==> src/rtl/mdu_pkg.sv <==
`default_nettype none
// ============================================================================
//  mdu_pkg : MDU op codes, default latencies and op-class helpers
//  Rev 1.0
// ============================================================================
package mdu_pkg;

    typedef logic [3:0] mdu_op_t;

    localparam mdu_op_t MDU_NONE  = 4'b0000;
    localparam mdu_op_t MDU_MULT  = 4'b0001;
    localparam mdu_op_t MDU_MULTU = 4'b0010;
    localparam mdu_op_t MDU_DIV   = 4'b0011;
    localparam mdu_op_t MDU_DIVU  = 4'b0100;
    localparam mdu_op_t MDU_MFHI  = 4'b0101;
    localparam mdu_op_t MDU_MFLO  = 4'b0110;
    localparam mdu_op_t MDU_MTHI  = 4'b0111;
    localparam mdu_op_t MDU_MTLO  = 4'b1000;

    localparam int MULT_LAT_DEFAULT = 5;
    localparam int DIV_LAT_DEFAULT  = 10;
    localparam int CNT_W            = 4;

    function automatic logic is_mult(input mdu_op_t op);
        return (op == MDU_MULT) || (op == MDU_MULTU);
    endfunction

    function automatic logic is_div(input mdu_op_t op);
        return (op == MDU_DIV) || (op == MDU_DIVU);
    endfunction

    function automatic logic is_start_op(input mdu_op_t op);
        return is_mult(op) || is_div(op);
    endfunction

    // Codes outside 1..8 behave exactly like NONE.
    function automatic logic is_mdu_op(input mdu_op_t op);
        return (op >= MDU_MULT) && (op <= MDU_MTLO);
    endfunction

endpackage
`default_nettype wire

==> src/rtl/e_mdu_issue_if.sv <==
`default_nettype none
// ============================================================================
//  e_mdu_issue_if : D-side request / E-side MDU drive bundle
//  Rev 1.0
// ============================================================================
interface e_mdu_issue_if;
    import mdu_pkg::*;

    logic        req;
    logic        d_valid;
    mdu_op_t     d_mdu_op;
    logic [31:0] d_rs;
    logic [31:0] d_rt;
    logic        mdu_busy;
    logic        stall_d;
    logic        e_start;
    mdu_op_t     e_mdu_op;
    logic [31:0] e_a;
    logic [31:0] e_b;
    logic        e_is_mfhilo;
    logic        busy_err;

    modport slave (
        input  req, d_valid, d_mdu_op, d_rs, d_rt, mdu_busy,
        output stall_d, e_start, e_mdu_op, e_a, e_b, e_is_mfhilo, busy_err
    );

    modport master (
        output req, d_valid, d_mdu_op, d_rs, d_rt, mdu_busy,
        input  stall_d, e_start, e_mdu_op, e_a, e_b, e_is_mfhilo, busy_err
    );

endinterface
`default_nettype wire

==> src/rtl/mdu_shadow_cnt.sv <==
`default_nettype none
// ============================================================================
//  mdu_shadow_cnt : shadow latency counter mirroring MDU Busy, sticky mismatch
//  Rev 1.0
// ============================================================================
module mdu_shadow_cnt
    import mdu_pkg::*;
#(
    parameter int MULT_LAT = MULT_LAT_DEFAULT,
    parameter int DIV_LAT  = DIV_LAT_DEFAULT
) (
    input  wire logic             clk,
    input  wire logic             reset,
    input  wire logic             req,
    input  wire logic             start,
    input  wire mdu_op_t          start_op,
    input  wire logic             mdu_busy,
    output logic [CNT_W-1:0]      cnt,
    output logic                  busy_err
);

    localparam logic [CNT_W-1:0] C_MULT_LAT = CNT_W'(MULT_LAT);
    localparam logic [CNT_W-1:0] C_DIV_LAT  = CNT_W'(DIV_LAT);

    logic [CNT_W-1:0] r_cnt;
    logic             r_busy_err;

    // The MDU freezes on req, so the counter and the check both pause with it.
    always_ff @(posedge clk) begin
        if (reset) begin
            r_cnt      <= '0;
            r_busy_err <= 1'b0;
        end else if (!req) begin
            if (start && is_mult(start_op)) begin
                r_cnt <= C_MULT_LAT;
            end else if (start && is_div(start_op)) begin
                r_cnt <= C_DIV_LAT;
            end else if (r_cnt != '0) begin
                r_cnt <= r_cnt - CNT_W'(1);
            end
            if (!start && ((r_cnt != '0) != mdu_busy)) begin
                r_busy_err <= 1'b1;
            end
        end
    end

    assign cnt      = r_cnt;
    assign busy_err = r_busy_err;

endmodule
`default_nettype wire

==> src/rtl/e_mdu_issue.sv <==
`default_nettype none
// ============================================================================
//  e_mdu_issue : D->E issue register for the MDU with busy stall generation
//  Rev 1.0
// ============================================================================
module e_mdu_issue
    import mdu_pkg::*;
#(
    parameter int MULT_LAT = MULT_LAT_DEFAULT,
    parameter int DIV_LAT  = DIV_LAT_DEFAULT
) (
    input  wire logic     clk,
    input  wire logic     reset,
    e_mdu_issue_if.slave  bus
);

    logic             r_start;
    mdu_op_t          r_op;
    logic [31:0]      r_a;
    logic [31:0]      r_b;

    logic [CNT_W-1:0] w_cnt;
    logic             w_busy_err;
    logic             w_d_mdu;
    logic             w_busy_pred;
    logic             w_stall;

    assign w_d_mdu     = bus.d_valid && is_mdu_op(bus.d_mdu_op);
    assign w_busy_pred = (w_cnt != '0) || r_start;
    assign w_stall     = !reset && w_d_mdu && (w_busy_pred || bus.mdu_busy);

    always_ff @(posedge clk) begin
        if (reset || bus.req || w_stall) begin
            r_start <= 1'b0;
            r_op    <= MDU_NONE;
            r_a     <= '0;
            r_b     <= '0;
        end else begin
            r_start <= bus.d_valid && is_start_op(bus.d_mdu_op);
            r_op    <= w_d_mdu ? bus.d_mdu_op : MDU_NONE;
            r_a     <= bus.d_rs;
            r_b     <= bus.d_rt;
        end
    end

    mdu_shadow_cnt #(
        .MULT_LAT (MULT_LAT),
        .DIV_LAT  (DIV_LAT)
    ) u_shadow (
        .clk      (clk),
        .reset    (reset),
        .req      (bus.req),
        .start    (r_start),
        .start_op (r_op),
        .mdu_busy (bus.mdu_busy),
        .cnt      (w_cnt),
        .busy_err (w_busy_err)
    );

    assign bus.stall_d     = w_stall;
    assign bus.e_start     = r_start;
    assign bus.e_mdu_op    = r_op;
    assign bus.e_a         = r_a;
    assign bus.e_b         = r_b;
    assign bus.e_is_mfhilo = (r_op == MDU_MFHI) || (r_op == MDU_MFLO);
    assign bus.busy_err    = w_busy_err;

endmodule
`default_nettype wire

==> src/flat_wrapper.sv <==
// flat-port wrapper written by rule: the top's interface ports become plain ports
module e_mdu_issue_flat import mdu_pkg::*;
#(
    parameter int MULT_LAT = MULT_LAT_DEFAULT,
    parameter int DIV_LAT  = DIV_LAT_DEFAULT
)
  (clk, reset, bus_req, bus_d_valid, bus_d_mdu_op, bus_d_rs, bus_d_rt, bus_mdu_busy, bus_stall_d, bus_e_start, bus_e_mdu_op, bus_e_a, bus_e_b, bus_e_is_mfhilo, bus_busy_err);
  e_mdu_issue_if bus_i ();
  input  wire logic clk;
  input  wire logic reset;
  input wire logic [$bits(bus_i.req)-1:0] bus_req;
  input wire logic [$bits(bus_i.d_valid)-1:0] bus_d_valid;
  input wire logic [$bits(bus_i.d_mdu_op)-1:0] bus_d_mdu_op;
  input wire logic [$bits(bus_i.d_rs)-1:0] bus_d_rs;
  input wire logic [$bits(bus_i.d_rt)-1:0] bus_d_rt;
  input wire logic [$bits(bus_i.mdu_busy)-1:0] bus_mdu_busy;
  output wire logic [$bits(bus_i.stall_d)-1:0] bus_stall_d;
  output wire logic [$bits(bus_i.e_start)-1:0] bus_e_start;
  output wire logic [$bits(bus_i.e_mdu_op)-1:0] bus_e_mdu_op;
  output wire logic [$bits(bus_i.e_a)-1:0] bus_e_a;
  output wire logic [$bits(bus_i.e_b)-1:0] bus_e_b;
  output wire logic [$bits(bus_i.e_is_mfhilo)-1:0] bus_e_is_mfhilo;
  output wire logic [$bits(bus_i.busy_err)-1:0] bus_busy_err;
  assign bus_i.req = bus_req;
  assign bus_i.d_valid = bus_d_valid;
  assign bus_i.d_mdu_op = bus_d_mdu_op;
  assign bus_i.d_rs = bus_d_rs;
  assign bus_i.d_rt = bus_d_rt;
  assign bus_i.mdu_busy = bus_mdu_busy;
  assign bus_stall_d = bus_i.stall_d;
  assign bus_e_start = bus_i.e_start;
  assign bus_e_mdu_op = bus_i.e_mdu_op;
  assign bus_e_a = bus_i.e_a;
  assign bus_e_b = bus_i.e_b;
  assign bus_e_is_mfhilo = bus_i.e_is_mfhilo;
  assign bus_busy_err = bus_i.busy_err;
  e_mdu_issue #(.MULT_LAT(MULT_LAT), .DIV_LAT(DIV_LAT)) u_core (.clk(clk), .reset(reset), .bus(bus_i));
endmodule
==> config.mk <==
export PLATFORM = sky130hd
export DESIGN_NAME = e_mdu_issue_flat
export DESIGN_NICKNAME = d
export VERILOG_FILES = /design/src/rtl/mdu_pkg.sv /design/src/rtl/e_mdu_issue_if.sv /design/src/rtl/mdu_shadow_cnt.sv /design/src/rtl/e_mdu_issue.sv /design/src/flat_wrapper.sv
export SDC_FILE = /design/constraint.sdc
export NUM_CORES = 1
export LEC_CHECK = 0
export BUFFER_PORTS_ARGS = -buffer_cell sky130_fd_sc_hd__buf_4
export CORE_AREA = 2 2 76 78
export DETAILED_ROUTE_END_ITERATION = 10
export DIE_AREA = 0 0 78 80
export MAX_ROUTING_LAYER = met4
export PLACE_DENSITY = 0.88
export SLEW_MARGIN = 10
export SYNTH_ARGS = -nofsm -noshare
export SYNTH_HDL_FRONTEND = slang
export SYNTH_SLANG_ARGS = --single-unit
==> constraint.sdc <==
create_clock -name clk -period 4.4 [get_ports clk]
set_clock_uncertainty 0.05 [all_clocks]
set_input_delay 0.44 -clock clk [delete_from_list [all_inputs] [get_ports clk]]
set_output_delay 0.44 -clock clk [all_outputs]
set_load 0.005 [all_outputs]
==> results.sh, run 1 <==
export IMPL_leakagePower_uw=0.00176
export IMPL_syn_num_nets=280
export IMPL_final_cells=429
export IMPL_cp_end_kind="flip-flop"
export IMPL_rsz0062_at_grt="false"
export IMPL_clock_latency_ns=0.33
export IMPL_avgRoutedWirePerCell_um=12.8
export IMPL_avgSynthCellArea_um2=11.4
export IMPL_first_iter_violations=49
export IMPL_grt_pass1_wl_mm=8.29
export IMPL_ant_nets=0
export IMPL_fin_tns_setup_ns=0
export IMPL_cts_setup_buffers=0
export IMPL_worstHoldStart="bus_d_rs[19]"
export IMPL_overflow=0
export IMPL_cp_cell_sequence="inv_1 -> ha_1 -> or3b_1 -> nor3_4 -> o21a_2 -> and4b_1"
export IMPL_yosysWarnings=0
export IMPL_place_port_buffers=144
export IMPL_synth_top_area_share_pct=62.9
export IMPL_die_x_um=78
export IMPL_cts_buffers=9
export IMPL_place_ws_ns=1.99
export IMPL_fillerInstances=420
export IMPL_reg2reg_depth=6
export IMPL_min_period_ns=2.38
export IMPL_setup_violations=0
export IMPL_hpwl_mm=4.21
export IMPL_ctsHoldBuffers=0
export IMPL_cts_max_level=3
export IMPL_die_area_um2=6240
export IMPL_tightest_slew_ns=0.814
export IMPL_status="completed"
export IMPL_antenna_found_initial=0
export IMPL_r2r_start="u_core.u_shadow.cnt[1]"
export IMPL_viasPerCell=4.46
export IMPL_clk_path_buf_depth=2
export IMPL_track_usage_pct=18.1
export IMPL_powerDensity_nw_per_um2=436
export IMPL_fp_coreArea_um2=5410
export IMPL_layout_area_seq_um2=1480
export IMPL_r2r_setup_slack_ns=2.02
export IMPL_hold_violations=0
export IMPL_dpl_cell_area_um2=3450
export IMPL_p_total_uw=1600
export IMPL_clock_sinks=74
export IMPL_die_h_um=80
export IMPL_cts_tree="yes"
export IMPL_hold_class="input port to flip-flop"
export IMPL_vias=1912
export IMPL_post_route_worst_setup_slack_ns=2.02
export IMPL_min_path_cells=2
export IMPL_seq_area_frac_synth_pct=62.9
export IMPL_cp_required_ns=4.62
export IMPL_final_cell_area_um2=3680
export IMPL_rows=27
export IMPL_hold_path_end="u_core.bus.e_a[19]"
export IMPL_nets=426
export IMPL_start_util_pct=43.6
export IMPL_drc_errors=0
export IMPL_grt_pass1_vias=1831
export IMPL_vdd_drop_max_mv=0.422
export IMPL_relSlewSlack_pct=45.7
export IMPL_slowest_stage="o21a_2"
export IMPL_synth_seq_cells=74
export IMPL_cp_max_fo=65
export IMPL_synth_async_reset_ratio_pct=0
export IMPL_critical_path_buf_inv_count=1
export IMPL_synthCells=206
export IMPL_finalCritPeriodShare_pct=54.0
export IMPL_multi_input_area_um2=786
export IMPL_num_antenna_cells=0
export IMPL_grt_max_degree=66
export IMPL_routabilityCongestion=0.842
export IMPL_synth_edf_count=0
export IMPL_drive_gt1_share_pct=44.8
export IMPL_final_max_slew_viol_count=0
export IMPL_yosysTopAreaCell="dfxtp_1"
export IMPL_cts_repair_resized=0
export IMPL_clock_fmax_mhz=421
export IMPL_reg2reg_to="u_core.bus.e_start"
export IMPL_path_clk_slew_ns=0.07
export IMPL_synth_area_um2=2350
export IMPL_slowest_delay_ns=0.68
export IMPL_critPathTopFamily="simple AND/OR/NAND/NOR gates"
export IMPL_dr_pass1_iters=4
export IMPL_path_class="flip-flop to flip-flop"
export IMPL_wl_mm=5.48
export IMPL_cp_num_cells=6
export IMPL_yosysUniqueCellTypes=34
export IMPL_place_inst=413
export IMPL_synth_flop_cell="dfxtp_1"
export IMPL_synthTopCellsByArea="dfxtp_1, and2_1, buf_6, nor3_1, nand3b_1"
export IMPL_cp_start_kind="flip-flop"
export IMPL_worstPathArrival_ns=2.59
export IMPL_maxCapViolCount=0
export IMPL_ios=145
export IMPL_syn2layout_area_growth_pct=56.3
export IMPL_cts_root_buffer="clkbuf_8"
-- cell type report --
class                           instances  area share, %
Clock buffer                           11           3.57
Clock inverter                          5           2.79
Inverter                                2          0.204
Multi-Input combinational cell        121           21.4
Sequential cell                        74           40.3
Tap cell                               72           2.45
Timing Repair Buffer                  144           29.4
-- placed cells by master (no fill, tap or decap) --
cell	Yosys	final
a2111oi_0	1	1
a211o_1	1	1
a21boi_0	1	1
a21oi_1	2	2
a31oi_1	2	2
and2_1	68	68
and3b_1	2	2
and4b_1	2	2
buf_4	0	144
bufinv_16	0	3
clkbuf_1	2	2
clkbuf_8	0	9
clkinv_2	0	1
clkinvlp_4	0	1
dfxtp_1	74	74
ha_1	1	1
inv_1	2	2
nand2_1	2	2
nand2b_1	1	1
nand3_1	1	1
nand3b_1	4	4
nor2_1	6	6
nor2b_1	2	2
nor3_1	6	6
nor3_4	1	1
nor3b_1	2	2
nor4_1	1	1
o21a_1	1	1
o21a_2	1	1
o21ai_0	3	3
o31ai_1	2	2
o41ai_1	1	1
or3_1	1	1
or3b_1	1	1
or4_1	2	2
xnor2_1	2	2
xor2_1	1	1
-- registers in the layout, indices dropped and copies added (netlist names) --
register                  flops
u_core.bus.e_a               32
u_core.bus.e_b               32
u_core.bus.e_mdu_op           4
u_core.u_shadow.cnt           4
u_core.bus.e_start            1
u_core.u_shadow.busy_err      1
-- logic make-up (layout without fill, tap and decap cells) --
| logic type | Yosys count | in the layout | share of synthesized area, % |
|---|---|---|---|
| XOR/XNOR | 3 | 3 | 1.12 |
| adder cells (fa/ha/maj) | 1 | 1 | 0.531 |
| AND/OR/NAND/NOR | 102 | 102 | 27.4 |
| AO/OA/AOI/OAI | 15 | 15 | 4.36 |
| flip-flops | 74 | 74 | 62.9 |
| buffers and inverters | 11 | 162 | 3.72 |
-- cells in the mapped netlist (2+ instances only) --
master     n
clkbuf_1   2
dfxtp_1   74
a21oi_1    2
inv_1      2
nand3b_1   4
a31oi_1    2
nor2_1     6
xnor2_1    2
nor2b_1    2
nor3b_1    2
buf_6      6
nand2_1    2
and2_1    68
or4_1      2
and3b_1    2
o31ai_1    2
and4b_1    2
nor3_1     6
o21ai_0    3
-- layer usage --
| metal | wire length (um) | global-route usage (%) |
|---|---|---|
| met1 | 2010 | 19.1 |
| met3 | 468 | 6.22 |
| met2 | 2970 | 30.3 |
| met5 | 0 | - |
| met4 | 39 | 9.30 |
-- per-stage QoR --
| stage | hold slack (ns) | util [%] |
|---|---|---|
| floorplan | 0.410 | - |
| global placement | 0.431 | 63.7 |
| detailed placement | 0.427 | 63.7 |
| CTS | 0.233 | 68.1 |
| global route | 0.239 | 68.1 |
| finish | 0.254 | 68.1 |
-- worst max-delay path by stage --
stage                           start                  to
2_1_floorplan  u_core.u_shadow.cnt[1]  u_core.bus.e_a[10]
3_3_place_gp          bus_d_mdu_op[3]  u_core.bus.e_start
3_5_place_dp   u_core.u_shadow.cnt[1]  u_core.bus.e_start
4_1_cts        u_core.u_shadow.cnt[1]  u_core.bus.e_start
5_1_grt        u_core.u_shadow.cnt[1]  u_core.bus.e_start
6_report       u_core.u_shadow.cnt[1]  u_core.bus.e_start
-- worst register-to-register path, stage by stage, from the launching register on --
cell and delay [ns]:
dfxtp_1 0.32, inv_1 0.08, ha_1 0.20, or3b_1 0.49, nor3_4 0.19, o21a_2 0.68, and4b_1 0.31
-- power by group --
group | total (uW) | leakage, uW | switching [uW] | internal (uW)
registers | 739 | 0.000605 | 22.1 | 717
clock network | 609 | 0.000114 | 232 | 376
logic | 255 | 0.00104 | 108 | 147
total | 1600 | 0.00176 | 362 | 1240
(Power assumes the default switching activity.)
==> run 2, diff against run 1 <==
CORE_AREA = 2 2 82 84   (was 2 2 76 78)
DIE_AREA = 0 0 84 86   (was 0 0 78 80)
PLACE_DENSITY = 0.81   (was 0.88)
clock period = 1.95 ns   (was 4.4 ns; I/O delays follow)
==> run 2 against run 1 <==
Core utilization shrank 3.2 points; sequential power grew 130%; power grew 130%; sequential share of layout area shrank 3.8 points; non-clock buffer count grew 37; count of clock-buffer cells in the layout shrank 1; design area grew 11%; routed wire length grew 21%; critical path depth is the same; worst hold slack lost 0.24 ns; register-to-register slack lost 1.9 ns; largest cell class unchanged.
==> results.sh, run 2 (same netlist as run 1, synthesis figures left out) <==
export IMPL_status="completed"
export IMPL_first_iter_violations=20
export IMPL_clk_path_buf_depth=2
export IMPL_track_usage_pct=18.2
export IMPL_path_class="flip-flop to output pin"
export IMPL_clock_latency_ns=0.33
export IMPL_drc_errors=0
export IMPL_maxCapViolCount=0
export IMPL_num_antenna_cells=0
export IMPL_cp_end_kind="output pin"
export IMPL_fp_coreArea_um2=6280
export IMPL_overflow=0
export IMPL_nets=463
export IMPL_vias=2117
export IMPL_fin_tns_setup_ns=0
export IMPL_cp_start_kind="flip-flop"
export IMPL_grt_pass1_wl_mm=9.87
export IMPL_r2r_start="u_core.u_shadow.cnt[0]"
export IMPL_hold_class="input port to flip-flop"
export IMPL_final_cell_mix="buf_4, dfxtp_1, and2_1, dlygate4sd3_1, clkbuf_8"
export IMPL_routabilityCongestion=0.818
export IMPL_ant_nets=0
export IMPL_dr_pass1_iters=4
export IMPL_syn2layout_area_growth_pct=73.0
export IMPL_powerDensity_nw_per_um2=922
export IMPL_relSlewSlack_pct=70.3
export IMPL_cts_buffers=9
export IMPL_clock_fmax_mhz=518
export IMPL_grt_max_degree=45
export IMPL_antenna_found_initial=0
export IMPL_min_period_ns=1.93
export IMPL_multi_input_area_um2=806
export IMPL_final_common_cell="buf_4"
export IMPL_ios=145
export IMPL_leakagePower_uw=0.00192
export IMPL_finalCritPeriodShare_pct=99.0
export IMPL_drive_gt1_share_pct=44.2
export IMPL_avgRoutedWirePerCell_um=14.0
export IMPL_grt_pass1_vias=2163
export IMPL_clock_sinks=74
export IMPL_rsz0062_at_grt="true"
export IMPL_fillerInstances=487
export IMPL_place_inst=422
export IMPL_worstPathArrival_ns=1.69
export IMPL_worstHoldStart="bus_d_rt[14]"
export IMPL_setup_violations=0
export IMPL_cp_max_fo=4
export IMPL_place_port_buffers=144
export IMPL_die_area_um2=7220
export IMPL_cts_root_buffer="clkbuf_8"
export IMPL_path_clk_slew_ns=0.08
export IMPL_tightest_slew_ns=0.441
export IMPL_startpoint="u_core.u_shadow.cnt[0]"
export IMPL_start_util_pct=37.5
export IMPL_final_max_slew_viol_count=0
export IMPL_die_x_um=84
export IMPL_final_cells=471
export IMPL_hold_violations=0
export IMPL_hpwl_mm=4.37
export IMPL_rows=29
export IMPL_die_h_um=86
export IMPL_cts_max_level=3
export IMPL_final_util_pct=64.9
export IMPL_cp_required_ns=1.70
export IMPL_viasPerCell=4.49
export IMPL_cts_tree="yes"
export IMPL_vdd_drop_max_mv=0.574
export IMPL_layout_area_seq_um2=1480
export IMPL_wl_mm=6.61
## run 2: cell types whose count changed in the layout (fill, tap and decap cells not counted), sizes merged
cell         previous run  this run
dlygate4sd3             0        32
buf                   144       149
clkinv                  1         3
bufinv                  3         2
clkbuf                 11        10
## run 2: timing repair
item,CTS,global route
hold buffers,30,2
endpoints found under the hold margin,30,2
pin swaps,0,1
setup endpoints to repair,1,1
buffers inserted,0,1
gates resized for setup,2,6
## run 2: per-layer routing
metal	up-vias	wire [um]	part of all wire, %	global-route usage [%]
li1	1032	-	-	-
met1	973	2440	37	18.4
met2	97	3570	54	32.2
met3	15	449	6.8	5.20
met4	0	154	2.3	8.94
met5	-	0	0	-
## run 2: layout make-up
cell class              count  share of cell area (%)
multi-input cells         121                    19.8
clock inverters             6                    2.21
inverters                   2                   0.184
flip-flops and latches     74                    36.4
clock buffers              10                    3.38
repair buffers            181                    35.6
well taps                  77                    2.37
## run 2: worst max-delay path, cell delays in order (launching register included)
cell and delay, ns:
dfxtp_2 0.34, inv_2 0.07, ha_4 0.14, or3b_4 0.39, nor3_4 0.22, nor3_2 0.06, buf_4 0.14
## run 2: worst paths after layout
| check | endpoint | slack [ns] | cells after the start |
|---|---|---|---|
| worst min-delay path | u_core.bus.e_b[14] | 0.02 | 2 |
| worst min register to register | u_core.u_shadow.busy_err | 0.44 | 2 |
| worst max register to register | u_core.bus.e_b[9] | 0.11 | 7 |
| worst max-delay path | bus_stall_d | 0.02 | 6 |
## run 2: metrics by stage
step	power [uW]	instance area (um^2)	hold slack, ns	setup WS, ns
final	3750	4070	0.0173	0.0188
after global routing	3940	4070	0.00421	-0.0521
after CTS	3720	4030	0.000372	0.00308
after detailed placement	2330	3490	0.350	0.121
after global placement	2310	3490	0.347	0.206
after floorplan	2010	2350	0.214	0.218
## run 2: report_power, final
| group | switching, uW | internal [uW] |
|---|---|---|
| sequential | 52.8 | 1620 |
| clock | 566 | 758 |
| combinational | 303 | 454 |
| total | 921 | 2830 |
